==> src/rtl/mem_arbiter.sv <==
// mem_arbiter: shares one single-ported RAM between the instruction-side and
// data-side cache ports. Data requests win by default, but once STARVE_MAX
// consecutive data grants have been made while an instruction fetch waited,
// the fetch is forced through. Each access is latched at grant, runs until
// ramready, then spends one DONE cycle pulsing the requester's wait low.

module mem_arbiter #(
  parameter int unsigned ADDR_W     = 32,
  parameter int unsigned WORD_W     = 32,
  parameter int unsigned STARVE_MAX = 4
) (
  input  logic              CLK,
  input  logic              nRST,

  // Instruction-side request port
  input  logic              iREN,
  input  logic [ADDR_W-1:0] iaddr,
  output logic              iwait,
  output logic [WORD_W-1:0] iload,

  // Data-side request port
  input  logic              dREN,
  input  logic              dWEN,
  input  logic [ADDR_W-1:0] daddr,
  input  logic [WORD_W-1:0] dstore,
  output logic              dwait,
  output logic [WORD_W-1:0] dload,

  // RAM port
  output logic              ramREN,
  output logic              ramWEN,
  output logic [ADDR_W-1:0] ramaddr,
  output logic [WORD_W-1:0] ramstore,
  input  logic [WORD_W-1:0] ramload,
  input  logic              ramready
);

  // Counter must hold 0..STARVE_MAX inclusive; keep at least one bit.
  localparam int unsigned CntW = (STARVE_MAX < 1) ? 1 : $clog2(STARVE_MAX + 1);
  localparam logic [CntW-1:0] CntMax = CntW'(STARVE_MAX);

  typedef enum logic [2:0] {
    StIdle,
    StIAcc,
    StDAcc,
    StIDone,
    StDDone
  } state_e;

  state_e            state_q, state_d;
  logic [CntW-1:0]   starve_q;
  logic [ADDR_W-1:0] addr_q;
  logic [WORD_W-1:0] store_q;
  logic              op_wr_q;
  logic [WORD_W-1:0] iload_q;
  logic [WORD_W-1:0] dload_q;

  logic d_req;
  logic i_forced;
  logic grant_d;
  logic grant_i;

  assign d_req    = dREN | dWEN;
  // The waiting fetch has seen enough data grants go past it.
  assign i_forced = iREN && (starve_q == CntMax);
  assign grant_d  = (state_q == StIdle) && d_req && !i_forced;
  assign grant_i  = (state_q == StIdle) && iREN && !grant_d;

  // State register
  always_ff @(posedge CLK) begin
    if (nRST) begin
      state_q <= StIdle;
    end else begin
      state_q <= state_d;
    end
  end

  // Next-state logic: non-preemptive, decisions only made from IDLE
  always_comb begin
    state_d = state_q;
    unique case (state_q)
      StIdle: begin
        if (grant_d) begin
          state_d = StDAcc;
        end else if (grant_i) begin
          state_d = StIAcc;
        end
      end
      StIAcc: begin
        if (ramready) begin
          state_d = StIDone;
        end
      end
      StDAcc: begin
        if (ramready) begin
          state_d = StDDone;
        end
      end
      // DONE gives the requester one edge to drop its request before IDLE.
      StIDone: state_d = StIdle;
      StDDone: state_d = StIdle;
      default: state_d = StIdle;
    endcase
  end

  // Request latches and starvation counter, updated only on a grant
  always_ff @(posedge CLK) begin
    if (nRST) begin
      starve_q <= '0;
      addr_q   <= '0;
      store_q  <= '0;
      op_wr_q  <= 1'b0;
    end else if (grant_d) begin
      addr_q  <= daddr;
      store_q <= dstore;
      // A simultaneous read and write request is serviced as a write.
      op_wr_q <= dWEN;
      if (!iREN) begin
        starve_q <= '0;
      end else if (starve_q != CntMax) begin
        starve_q <= starve_q + 1'b1;
      end
    end else if (grant_i) begin
      addr_q   <= iaddr;
      starve_q <= '0;
    end
  end

  // Read-data capture on RAM completion; write completions leave dload alone
  always_ff @(posedge CLK) begin
    if (nRST) begin
      iload_q <= '0;
      dload_q <= '0;
    end else begin
      if ((state_q == StIAcc) && ramready) begin
        iload_q <= ramload;
      end
      if ((state_q == StDAcc) && ramready && !op_wr_q) begin
        dload_q <= ramload;
      end
    end
  end

  // Output decode from state; RAM enables are only ever high in an ACC state
  always_comb begin
    ramREN = 1'b0;
    ramWEN = 1'b0;
    iwait  = 1'b1;
    dwait  = 1'b1;
    unique case (state_q)
      StIAcc:  ramREN = 1'b1;
      StDAcc: begin
        ramREN = !op_wr_q;
        ramWEN = op_wr_q;
      end
      StIDone: iwait = 1'b0;
      StDDone: dwait = 1'b0;
      default: ;
    endcase
  end

  assign ramaddr  = addr_q;
  assign ramstore = store_q;
  assign iload    = iload_q;
  assign dload    = dload_q;

endmodule

==> config.mk <==
export PLATFORM = sky130hd
export DESIGN_NAME = mem_arbiter
export DESIGN_NICKNAME = d
export VERILOG_FILES = /design/src/rtl/mem_arbiter.sv
export SDC_FILE = /design/constraint.sdc
export NUM_CORES = 1
export LEC_CHECK = 0
export ABC_AREA = 1
export BUFFER_PORTS_ARGS = -buffer_cell sky130_fd_sc_hd__buf_2
export CAP_MARGIN = 25
export CORE_UTILIZATION = 39
export CTS_CLUSTER_SIZE = 24
export DETAILED_ROUTE_END_ITERATION = 10
export GPL_TIMING_DRIVEN = 0
export HOLD_SLACK_MARGIN = 0.1
export PLACE_DENSITY = 0.71
export SETUP_SLACK_MARGIN = 0.02
export SLEW_MARGIN = 5
export SYNTH_ARGS = -nofsm -noshare
export SYNTH_HDL_FRONTEND = slang
export SYNTH_SLANG_ARGS = --single-unit
export TNS_END_PERCENT = 20
==> constraint.sdc <==
create_clock -name CLK -period 1.9 [get_ports CLK]
set_input_delay 0.095 -clock CLK [delete_from_list [all_inputs] [get_ports CLK]]
set_output_delay 0.095 -clock CLK [all_outputs]
set_load 0.005 [all_outputs]
==> metrics.txt <==
EDFF count, synth=0; R2R Path Start=starve_q[0]$_SDFFE_PP0P_; Max rail drop VDD=0.908 mV; DRC=0; Rows=about 40; M1 GR Usage=~30%; clk_skew=between 0.009 and 0.01 ns; TNS Setup=0 ns; hpwl dp=11.9 mm; Post-synth ARST share=0%; largest net degree at the start of global routing=17; clock sink count=135; post-synth top area share=52.1%; Die ar.=13,800 µm²; status=finished clean; # IOs=266; GRT met3 Usage=7.54%; cell with the most instances after synthesis=dfxtp_1; Clk pwr share=29.2%; synth top area cells=dfxtp_1, a21oi_1, o21ai_0; Max Root-Sink Buffers=2; Chip Width=117 µm; CP Class=reg2reg; final WL=about 19 mm; combinational power share=between 30 and 40%; total placed cells including tap cells=1,106; met2 Track Usage GR=roughly 46%; Tcrit/Tclk final=between 90 and 100%; 1st-pass router iterations=5; Mapped Avg Cell Area=7.73 µm²; wire length per cell=about 15 µm; IO Port Bufs=263; DR vias/cell=5.08; f_max=0.564 GHz; Max-slew headroom=approximately 66%; critical path arrival=2.09 ns; Area growth, synth to finish=66.8%; Detail Route Antenna Nets=0; sequential-to-total area share from yosys stat=52.1%; Critical Path Start Type=register; first-pass GRT wire length=30.3 mm; Commonest cells post-synth=dfxtp_1, nand2_1, a21oi_1, o21ai_0, nor2_1; Mapped Cells=671; Total GRT Usage=between 20% and 30%; Hold Crit Depth=6; Synthesis Warnings=0; insertion delay of the later-clocked pin in the worst-skew pair=0.43 ns; initial drt markers=495; Tot Pwr=~12 mW; worst reg2reg path endpoint=ramstore[15]$_SDFFE_PP0P_; layout cells sized above 1=30.4%; post-route cell area=8650 µm²; crit path time final=1.77 ns; sw frac=35.8%; clock tree from TritonCTS=yes; Top FF cell, synth=dfxtp_1; Reg2Reg Depth=8; fillers=992; vias in the first global route=6,363; initial antenna violation count=0; Pint=7.49 mW; NetSw=4.17 mW; leakage power=approximately 4 nW; Mapped Nets=807; CP Max Fanout=10; via count=6,451; critical hold path startpoint=dREN; n_diodes=0; # nets final=roughly 1,200; PD cells=1350 nW/µm²; flop-to-flop setup slack=0.13 ns; worst slew pin tran=0.511 ns; post-synth cell types=25; Top Usage Layer GRT=met2; Hold WS=0.129 ns; Hold EP=starve_q[2]$_SDFFE_PP0P_; htree depth=4; root buf cell=clkbuf_16; post-synth top area cell=dfxtp_1; gr ovfl total=0; Yosys reg bits=between 100 and 150; worst hold path class=in2reg; Max-cap violations=0; CTS buffer count=17; Post-Syn Area=roughly 5200 µm²; Reg power frac=34.3%; Critical Path RT=2.21 ns; GPL Wtd Cong=0.869; RSZ-0062 raised after global routing=yes; postcts setup bufs=0; Crit. End Element=register; Cell Area, Placed=6720 µm²; Layout Cells excl Fill=1,269; core area=12,800 µm²; Initial Util=about two fifths; CTS clk-pin slew, worst paths=roughly 0.060 ns; die height=117 µm; Hold Vio Cnt, Final=0; max-slew violations=0; final setup vio count=0
==> cell usage in the layout, fill, tap and decap left out, types with 4 or more instances in the layout <==
master / n
o21ai_1: 14
clkbuf_1: 27
dlygate4sd3_1: 131
clkbuf_2: 4
dfxtp_1: 134
nand2_1: 116
clkbuf_16: 17
a21oi_1: 101
clkinv_2: 4
buf_4: 7
inv_1: 11
buf_2: 278
o21ai_0: 84
nor2_1: 70
nand3_1: 68
==> worst max path at each step <==
| stage | cells after the start | slack, ns | to | startpoint |
|---|---|---|---|---|
| after floorplan | 8 | 0.46 | ramstore[10]$_SDFFE_PP0P_ | starve_q[0]$_SDFFE_PP0P_ |
| after global placement | 8 | 0.22 | ramstore[8]$_SDFFE_PP0P_ | starve_q[0]$_SDFFE_PP0P_ |
| after detailed placement | 8 | 0.17 | ramstore[15]$_SDFFE_PP0P_ | starve_q[0]$_SDFFE_PP0P_ |
| after CTS | 5 | 0.11 | ramREN | state_q[2]$_SDFFE_PP0P_ |
| after global routing | 8 | 0.009 | ramstore[15]$_SDFFE_PP0P_ | starve_q[0]$_SDFFE_PP0P_ |
| final | 8 | 0.13 | ramstore[15]$_SDFFE_PP0P_ | starve_q[0]$_SDFFE_PP0P_ |
==> flip-flops by register name, indices dropped and copies added (netlist names) <==
register,cells
dload,32
iload,32
ramaddr,32
ramstore,32
op_wr_q,1
state_q,3
starve_q,3
==> layout make-up <==
type | count | area [µm²] | area share, %
sequential | 135 | 2700 | 31.3
timing repair buffer | 394 | 2630 | 30.4
multi-input combinational | 469 | 2180 | 25.3
clock buffer | 20 | 467 | 5.40
buffer | 54 | 253 | 2.92
tap | 172 | 215 | 2.49
clock inverter | 12 | 150 | 1.74
inverter | 13 | 48.8 | 0.564
==> routing by layer <==
metal | wire (µm) | up-vias
li1 | - | 3097
met1 | 7530 | 2932
met2 | 9300 | 330
met3 | 1340 | 92
met4 | 1020 | 0
met5 | 0 | -
==> worst max-delay path: stages (launching register included) <==
cell and delay (ns):
dfxtp_1 0.34, inv_1 0.07, ha_1 0.22, nand3_4 0.14, nand4_2 0.15, buf_4 0.21
clkbuf_1 0.21, o21ai_0 0.24, nor2_1 0.07
==> stage by stage <==
stage	util, %	setup WS (ns)
4_1_cts	67.7	0.110
6_report	67.7	0.128
3_5_place_dp	52.6	0.170
2_1_floorplan	-	0.462
3_3_place_gp	52.6	0.215
5_1_grt	67.7	0.00860
==> power by group through the flow <==
stage / Combinational [mW] / Sequential [mW] / Clock (mW)
after floorplan: 2.25 / 4.09 / 0
after global placement: 3.86 / 4.00 / 0
after detailed placement: 3.89 / 4.01 / 0
after CTS: 4.11 / 3.97 / 3.45
after global routing: 4.73 / 4.08 / 3.58
final: 4.25 / 4.00 / 3.40
==> kinds of logic after synthesis <==
| kind of cell | after synthesis | share of synthesized area [%] |
|---|---|---|
| flops | 135 | 52.1 |
| buf+inv | 67 | 5.77 |
| simple gates | 267 | 22.3 |
| compound gates | 199 | 19.2 |
| fa+ha+maj | 2 | 0.482 |
| xor+xnor | 1 | 0.169 |
==> timing repair <==
item	in CTS	in global routing
hold buffers	131	0
gates resized for setup	0	9
endpoints found under the hold margin	132	0
setup endpoints to repair	0	7
Note: power is estimated with default switching activity, not from simulation.
